$ cat config.mk
export PLATFORM = sky130hd
export DESIGN_NAME = rr_burst_scheduler_flat
export DESIGN_NICKNAME = d
export VERILOG_FILES = /design/src/rtl/rr_burst_scheduler_if.sv /design/src/rtl/rr_burst_scheduler.sv /design/src/flat_wrapper.sv
export SDC_FILE = /design/constraint.sdc
export NUM_CORES = 1
export LEC_CHECK = 0
export CAP_MARGIN = 5
export CELL_PAD_IN_SITES_DETAIL_PLACEMENT = 0
export CELL_PAD_IN_SITES_GLOBAL_PLACEMENT = 1
export CORE_AREA = 2 2 51 53
export DETAILED_ROUTE_END_ITERATION = 16
export DIE_AREA = 0 0 53 55
export PLACE_DENSITY_LB_ADDON = 0.05
export SKIP_LAST_GASP = 1
export SLEW_MARGIN = 5
export SYNTH_ARGS = -nofsm -noshare
export SYNTH_HDL_FRONTEND = slang
export SYNTH_SLANG_ARGS = --single-unit
export TNS_END_PERCENT = 30
$ cat constraint.sdc
create_clock -name clk -period 4.1 [get_ports clk]
set_clock_uncertainty 0.05 [all_clocks]
set_input_delay 0.82 -clock clk [delete_from_list [all_inputs] [get_ports clk]]
set_output_delay 0.82 -clock clk [all_outputs]
set_load 0.03 [all_outputs]
$ cat src/rtl/rr_burst_scheduler_if.sv
// Handshake bundle between requesters and the round-robin burst scheduler.
// Latency: n/a (wires only).
// Backpressure: none here; the scheduler holds a grant until the burst ends or is preempted.
// Signals: req_in/beat_in/last_in are driven by the requester side (master);
//          grant_out/grant_id/grant_valid/beat_cnt/preempt_out by the scheduler (slave).
interface rr_burst_scheduler_if #(
  parameter int NumReq  = 3,
  parameter int MaxHold = 8
);
  localparam int IdW  = $clog2(NumReq);
  localparam int CntW = $clog2(MaxHold + 1);

  logic [NumReq-1:0] req_in;       // per-requester request level
  logic              beat_in;      // one beat accepted from the granted requester
  logic              last_in;      // qualifies beat_in: final beat of the burst
  logic [NumReq-1:0] grant_out;    // registered one-hot grant, zero when idle
  logic [IdW-1:0]    grant_id;     // index of granted requester while grant_valid
  logic              grant_valid;  // grant_out != 0
  logic [CntW-1:0]   beat_cnt;     // beats accepted in the current grant
  logic              preempt_out;  // one-cycle pulse after a hold-limit release

  modport master (
    output req_in, beat_in, last_in,
    input  grant_out, grant_id, grant_valid, beat_cnt, preempt_out
  );

  modport slave (
    input  req_in, beat_in, last_in,
    output grant_out, grant_id, grant_valid, beat_cnt, preempt_out
  );
endinterface

$ cat src/rtl/rr_burst_scheduler.sv
// Round-robin burst scheduler: grants one requester at a time and holds it for a whole burst.
// Latency: request seen at edge N -> grant visible in cycle N+1; one dead cycle between grants.
// Backpressure: other requests wait while BUSY; a grant ends on last beat, MaxHold beats, or abandon.
// Ports: clk, rstN (synchronous, active-low), sched (slave side of rr_burst_scheduler_if).
module rr_burst_scheduler #(
  parameter int NumReq  = 3,
  parameter int MaxHold = 8
) (
  input  logic                 clk,
  input  logic                 rstN,
  rr_burst_scheduler_if.slave  sched
);
  localparam int IdW  = $clog2(NumReq);
  localparam int CntW = $clog2(MaxHold + 1);

  localparam logic [IdW-1:0]  PtrRst   = IdW'(NumReq - 1);
  localparam logic [CntW-1:0] HoldLast = CntW'(MaxHold - 1);
  localparam logic [CntW-1:0] HoldMax  = CntW'(MaxHold);

  typedef enum logic {
    ST_IDLE = 1'b0,
    ST_BUSY = 1'b1
  } state_t;

  state_t            r_state, w_state_nxt;
  logic [NumReq-1:0] r_grant, w_grant_nxt;
  logic [IdW-1:0]    r_id,    w_id_nxt;
  logic [IdW-1:0]    r_ptr,   w_ptr_nxt;
  logic [CntW-1:0]   r_cnt,   w_cnt_nxt;
  logic              r_preempt, w_preempt_nxt;

  logic [IdW-1:0]    w_pick;
  logic              w_pick_vld;

  // Scan ptr+1, ptr+2, ... (mod NumReq); the first requester found wins, so the
  // most recently released requester (ptr) is always considered last.
  always_comb begin
    int idx;
    w_pick     = '0;
    w_pick_vld = 1'b0;
    idx        = 0;
    for (int i = 1; i <= NumReq; i++) begin
      idx = (int'(r_ptr) + i) % NumReq;
      if (!w_pick_vld && sched.req_in[idx]) begin
        w_pick     = IdW'(idx);
        w_pick_vld = 1'b1;
      end
    end
  end

  always_comb begin
    logic w_release;
    w_state_nxt   = r_state;
    w_grant_nxt   = r_grant;
    w_id_nxt      = r_id;
    w_ptr_nxt     = r_ptr;
    w_cnt_nxt     = r_cnt;
    w_preempt_nxt = 1'b0;
    w_release     = 1'b0;

    unique case (r_state)
      ST_IDLE: begin
        // beat_in/last_in carry no meaning without a grant
        if (w_pick_vld) begin
          w_state_nxt = ST_BUSY;
          w_grant_nxt = NumReq'(1) << w_pick;
          w_id_nxt    = w_pick;
          w_cnt_nxt   = '0;
        end
      end

      ST_BUSY: begin
        if (sched.beat_in && sched.last_in) begin
          // normal end of burst; wins over the hold limit on the same beat
          w_release = 1'b1;
        end else if (sched.beat_in && (r_cnt == HoldLast)) begin
          // this beat is the MaxHold-th one of the grant
          w_release     = 1'b1;
          w_preempt_nxt = 1'b1;
        end else if (!sched.req_in[r_id] && !sched.beat_in) begin
          // requester walked away mid-grant
          w_release = 1'b1;
        end else if (sched.beat_in && (r_cnt != HoldMax)) begin
          w_cnt_nxt = r_cnt + 1'b1;
        end

        if (w_release) begin
          w_state_nxt = ST_IDLE;
          w_grant_nxt = '0;
          w_cnt_nxt   = '0;
          w_ptr_nxt   = r_id;
        end
      end

      default: begin
        w_state_nxt = ST_IDLE;
        w_grant_nxt = '0;
        w_cnt_nxt   = '0;
      end
    endcase
  end

  always_ff @(posedge clk) begin
    if (!rstN) begin
      r_state   <= ST_IDLE;
      r_grant   <= '0;
      r_id      <= '0;
      r_ptr     <= PtrRst;
      r_cnt     <= '0;
      r_preempt <= 1'b0;
    end else begin
      r_state   <= w_state_nxt;
      r_grant   <= w_grant_nxt;
      r_id      <= w_id_nxt;
      r_ptr     <= w_ptr_nxt;
      r_cnt     <= w_cnt_nxt;
      r_preempt <= w_preempt_nxt;
    end
  end

  assign sched.grant_out   = r_grant;
  assign sched.grant_id    = r_id;
  assign sched.grant_valid = |r_grant;
  assign sched.beat_cnt    = r_cnt;
  assign sched.preempt_out = r_preempt;

endmodule

$ cat src/flat_wrapper.sv
// flat-port wrapper written by rule: the top's interface ports become plain ports
module rr_burst_scheduler_flat 
#(
  parameter int NumReq  = 3,
  parameter int MaxHold = 8
)
  (clk, rstN, sched_req_in, sched_beat_in, sched_last_in, sched_grant_out, sched_grant_id, sched_grant_valid, sched_beat_cnt, sched_preempt_out);
  rr_burst_scheduler_if #(.NumReq(NumReq), .MaxHold(MaxHold)) sched_i ();
  input  logic clk;
  input  logic rstN;
  input wire logic [$bits(sched_i.req_in)-1:0] sched_req_in;
  input wire logic [$bits(sched_i.beat_in)-1:0] sched_beat_in;
  input wire logic [$bits(sched_i.last_in)-1:0] sched_last_in;
  output wire logic [$bits(sched_i.grant_out)-1:0] sched_grant_out;
  output wire logic [$bits(sched_i.grant_id)-1:0] sched_grant_id;
  output wire logic [$bits(sched_i.grant_valid)-1:0] sched_grant_valid;
  output wire logic [$bits(sched_i.beat_cnt)-1:0] sched_beat_cnt;
  output wire logic [$bits(sched_i.preempt_out)-1:0] sched_preempt_out;
  assign sched_i.req_in = sched_req_in;
  assign sched_i.beat_in = sched_beat_in;
  assign sched_i.last_in = sched_last_in;
  assign sched_grant_out = sched_i.grant_out;
  assign sched_grant_id = sched_i.grant_id;
  assign sched_grant_valid = sched_i.grant_valid;
  assign sched_beat_cnt = sched_i.beat_cnt;
  assign sched_preempt_out = sched_i.preempt_out;
  rr_burst_scheduler #(.NumReq(NumReq), .MaxHold(MaxHold)) u_core (.clk(clk), .rstN(rstN), .sched(sched_i));
endmodule
==> impl_metrics.xml <==
<?xml version="1.0" encoding="UTF-8"?>
<metrics>
  <group name="run_status">
    <metric name="result_of_the_run" unit="">completed</metric>
  </group>
  <group name="critical_path">
    <metric name="setup.worst_path.class" unit="">reg -&gt; out</metric>
    <metric name="worst_r2r_path_cells" unit="">6</metric>
    <metric name="rr_startpoint" unit="">u_core.r_ptr[0]$_SDFFE_PN0P_</metric>
    <metric name="setup.reg_to_reg.worst_slack" unit="ns">1.84</metric>
    <metric name="critPathMaxFanout" unit="">3</metric>
    <metric name="worstSetupStartpointType" unit="">flop</metric>
    <metric name="worstReg2RegEnd" unit="">u_core.sched.grant_out[0]$_SDFFE_PN0P_</metric>
    <metric name="critPathCaptureType" unit="">output pin</metric>
    <metric name="critPathArrivalTime" unit="ns">1.56</metric>
    <metric name="worst_setup_path_endpoint" unit="">sched_grant_valid</metric>
    <metric name="critPathRequiredTime" unit="ns">3.23</metric>
    <metric name="startpoint" unit="">u_core.sched.grant_out[0]$_SDFFE_PN0P_</metric>
  </group>
  <group name="worst_hold_path">
    <metric name="holdCritPathClass" unit="">reg -&gt; reg</metric>
  </group>
  <group name="placed_design">
    <metric name="half_perimeter_wire_length_after_placement" unit="mm">1.493</metric>
    <metric name="placedCellCount" unit="">149</metric>
    <metric name="place.gp.congestion" unit="">0.7701</metric>
    <metric name="buffer_ports.inserted" unit="">17</metric>
  </group>
  <group name="clock_tree">
    <metric name="tritoncts" unit="">built</metric>
    <metric name="cts_inserted_buffers" unit="">3</metric>
    <metric name="clock_tree.buffer_depth" unit="">2</metric>
    <metric name="cts-root-buf" unit="">sky130_fd_sc_hd__clkbuf_4</metric>
    <metric name="clock_sink_count" unit="">13</metric>
    <metric name="cts.repair.resized" unit="">0</metric>
    <metric name="cts_max_level" unit="">1</metric>
    <metric name="clkSlewWorstSetupHoldPaths" unit="ns">0.08</metric>
    <metric name="cts_setup_buffers" unit="">0</metric>
    <metric name="clkLatencyLatePin" unit="ns">0.27</metric>
    <metric name="ctsHoldBuffers" unit="">0</metric>
  </group>
  <group name="synthesis">
    <metric name="mappedNetlistArea" unit="sq um">869.6</metric>
    <metric name="synth_nets" unit="">116</metric>
    <metric name="synth-async-reset-ratio" unit="">0</metric>
    <metric name="synth-warning-count" unit="">0</metric>
    <metric name="synth_top_cell_by_area" unit="">sky130_fd_sc_hd__dfxtp_1</metric>
    <metric name="synth.area.top_cells" unit="">sky130_fd_sc_hd__dfxtp_1 (30%), sky130_fd_sc_hd__ha_1 (8.6%), sky130_fd_sc_hd__inv_1 (4.3%)</metric>
    <metric name="synth_edf_count" unit="">0</metric>
    <metric name="share_of_the_yosys_chip_area_belonging_to_registers" unit="">0.2993</metric>
    <metric name="synth.avg_cell_area" unit="sq um">8.443</metric>
    <metric name="most_instantiated_flip_flop_cell_in_the_synthesis_netlist" unit="">sky130_fd_sc_hd__dfxtp_1</metric>
    <metric name="ys_seq_elements" unit="">13</metric>
    <metric name="synth_top_cell_area_share" unit="">0.2993</metric>
    <metric name="gate_count_post_synth" unit="">103</metric>
    <metric name="synthDistinctLibCells" unit="">41</metric>
  </group>
  <group name="cells_and_area">
    <metric name="fin_cells" unit="">153</metric>
    <metric name="seqCellArea" unit="sq um">260.3</metric>
    <metric name="antenna_cells_inserted" unit="">0</metric>
    <metric name="fill_cells" unit="">243</metric>
    <metric name="multi_input_comb_area" unit="sq um">568.0</metric>
    <metric name="growth_of_design_area_from_synthesis_to_finish" unit="%">26.47</metric>
    <metric name="nets" unit="">137</metric>
    <metric name="layout-drive-gt1-share" unit="">0.08943</metric>
  </group>
  <group name="routing">
    <metric name="remaining_antenna_violation_count_after_routing" unit="">0</metric>
    <metric name="drt_first_iter_violations" unit="">16</metric>
    <metric name="detailroute.via_count" unit="">791</metric>
    <metric name="dr.pass1.iters" unit="">4</metric>
    <metric name="remaining_drc_errors" unit="">0</metric>
    <metric name="vias_per_cell" unit="">5.170</metric>
    <metric name="drt-total-wl" unit="mm">1.924</metric>
    <metric name="drt-wirelength-per-cell" unit="um">12.58</metric>
  </group>
  <group name="floorplanning">
    <metric name="dieWidth" unit="um">53</metric>
    <metric name="floorplan.core_area" unit="sq mm">0.002365</metric>
    <metric name="placement_rows" unit="">18</metric>
    <metric name="top_level_ports" unit="">18</metric>
    <metric name="die_area" unit="sq mm">0.002915</metric>
    <metric name="floorplan.initialDensity" unit="">0.3677</metric>
    <metric name="floorplan.die.height" unit="um">55</metric>
  </group>
  <group name="grt">
    <metric name="grt_pass1_vias" unit="">718</metric>
    <metric name="grt_max_degree" unit="">11</metric>
    <metric name="grt.overflow.total" unit="">0</metric>
    <metric name="grt_first_pass_wirelength" unit="mm">3.394</metric>
    <metric name="grt_usage" unit="">0.1588</metric>
    <metric name="antenna_found_initial" unit="">0</metric>
  </group>
  <group name="timing">
    <metric name="whs" unit="ns">0.4566</metric>
    <metric name="rsz0062_at_grt" unit="">false</metric>
    <metric name="worst_pin_slew" unit="ns">0.5313</metric>
    <metric name="drv_slew" unit="">0</metric>
    <metric name="finalCritPeriodShare" unit="">0.5924</metric>
    <metric name="relSlewSlack" unit="">0.6425</metric>
    <metric name="setup_viol" unit="">0</metric>
    <metric name="final.min_clock_period" unit="ns">2.429</metric>
    <metric name="hold_violations" unit="">0</metric>
    <metric name="finalSetupTns" unit="ns">0</metric>
    <metric name="achievable-frequency" unit="MHz">411.7</metric>
  </group>
  <group name="power">
    <metric name="power.static_leakage" unit="nW">0.4458</metric>
    <metric name="power" unit="W">0.0003562</metric>
    <metric name="power.ir.vdd_worst" unit="uV">194.8</metric>
    <metric name="cellPowerDensity" unit="mW/mm^2">323.9</metric>
  </group>
  <group name="run">
    <metric name="max_cap_violation_count" unit="">0</metric>
  </group>
</metrics>
metrics by stage:
stage | area [sq um] | setup WS, ns | util
5_1_grt | 1100 | 1.612 | 0.4651
2_1_floorplan | 869.6 | 2.034 | -
6_report | 1100 | 1.671 | 0.4651
3_3_place_gp | 1074 | 1.491 | 0.4540
4_1_cts | 1100 | 1.652 | 0.4651
3_5_place_dp | 1074 | 1.479 | 0.4540
power breakdown:
group,switching [W],internal [W]
sequential,0.0000104,0.000135
clock,0.0000440,0.0000377
combinational,0.0000704,0.0000584
total,0.000125,0.000231
cell usage in the layout, fill, tap and decap left out, types with 3 or more instances in the layout:
master                            synthesis  final
sky130_fd_sc_hd__nor2b_1                  3      3
sky130_fd_sc_hd__inv_1                   10     10
sky130_fd_sc_hd__o21ai_0                  4      4
sky130_fd_sc_hd__a21oi_1                  6      6
sky130_fd_sc_hd__nand3_1                  4      4
sky130_fd_sc_hd__dfxtp_1                 13     13
sky130_fd_sc_hd__clkbuf_4                 0      3
sky130_fd_sc_hd__ha_1                     6      6
sky130_fd_sc_hd__clkdlybuf4s50_1          0     17
sky130_fd_sc_hd__mux2i_1                  3      3
sky130_fd_sc_hd__nand2_1                  9      9
synth_stat cells (all sizes together), types with 2 or more instances:
| cell | number |
|---|---|
| o21ai | 5 |
| nor2b | 3 |
| nand2b | 2 |
| and2b | 2 |
| nor3 | 2 |
| nand2 | 9 |
| a32o | 2 |
| o31a | 2 |
| a21oi | 7 |
| a31o | 4 |
| nor2 | 2 |
| nand3 | 4 |
| a31oi | 2 |
| mux2i | 3 |
| and2 | 2 |
| ha | 6 |
| o21a | 2 |
| or3 | 2 |
| dfxtp | 13 |
| nor4 | 2 |
| or2 | 2 |
| and3 | 2 |
| inv | 10 |
final cells by class:
class | count | share of cell area
Multi-Input combinational cell | 79 | 0.5165
Sequential cell | 13 | 0.2366
Timing Repair Buffer | 17 | 0.1547
Inverter | 10 | 0.03413
Tap cell | 30 | 0.03413
Clock buffer | 4 | 0.02389
worst min-delay path by stage:
stage / start / to / slack (ns) / cells after the start
2_1_floorplan: u_core.r_ptr[1]$_SDFFE_PN1P_ / u_core.r_ptr[1]$_SDFFE_PN1P_ / 0.45 / 2
3_3_place_gp: u_core.sched.grant_out[2]$_SDFFE_PN0P_ / u_core.sched.grant_out[2]$_SDFFE_PN0P_ / 0.44 / 1
3_5_place_dp: u_core.sched.grant_out[2]$_SDFFE_PN0P_ / u_core.sched.grant_out[2]$_SDFFE_PN0P_ / 0.44 / 1
4_1_cts: u_core.sched.grant_out[2]$_SDFFE_PN0P_ / u_core.sched.grant_out[2]$_SDFFE_PN0P_ / 0.46 / 1
5_1_grt: u_core.sched.grant_out[2]$_SDFFE_PN0P_ / u_core.sched.grant_out[2]$_SDFFE_PN0P_ / 0.50 / 1
6_report: u_core.sched.grant_out[2]$_SDFFE_PN0P_ / u_core.sched.grant_out[2]$_SDFFE_PN0P_ / 0.46 / 1
flip-flops by register name, indices dropped and copies added, names as in the netlist:
name and count:
u_core.r_ptr 2, u_core.r_state 1, u_core.sched.beat_cnt 4, u_core.sched.grant_id 2
u_core.sched.grant_out 3, u_core.sched.preempt_out 1
critical path: stages (launching register included):
cell	delay (ns)
sky130_fd_sc_hd__dfxtp_1	0.33
sky130_fd_sc_hd__or3_1	0.36
sky130_fd_sc_hd__clkdlybuf4s50_1	0.60
cell families (layout without fill, tap and decap cells):
| family | count (synthesis) | in the layout | synth area share |
|---|---|---|---|
| and+or+nand+nor | 38 | 38 | 0.2460 |
| AOI/OAI and AO/OA | 30 | 30 | 0.2633 |
| DFF | 13 | 13 | 0.2993 |
| buffers and inverters | 11 | 31 | 0.04748 |
| adders and majority gates | 6 | 6 | 0.08633 |
| muxes | 4 | 4 | 0.04748 |
| xor gates and xnor gates | 1 | 1 | 0.01007 |
routing by layer:
layer | up-vias | global-route usage | wire length (um)
li1 | 416 | - | -
met1 | 363 | 0.2410 | 1073
met2 | 10 | 0.2125 | 777
met3 | 2 | 0.03495 | 57
met4 | 0 | 0.06410 | 15
met5 | - | 0 | 0
(Power assumes the default switching activity.)
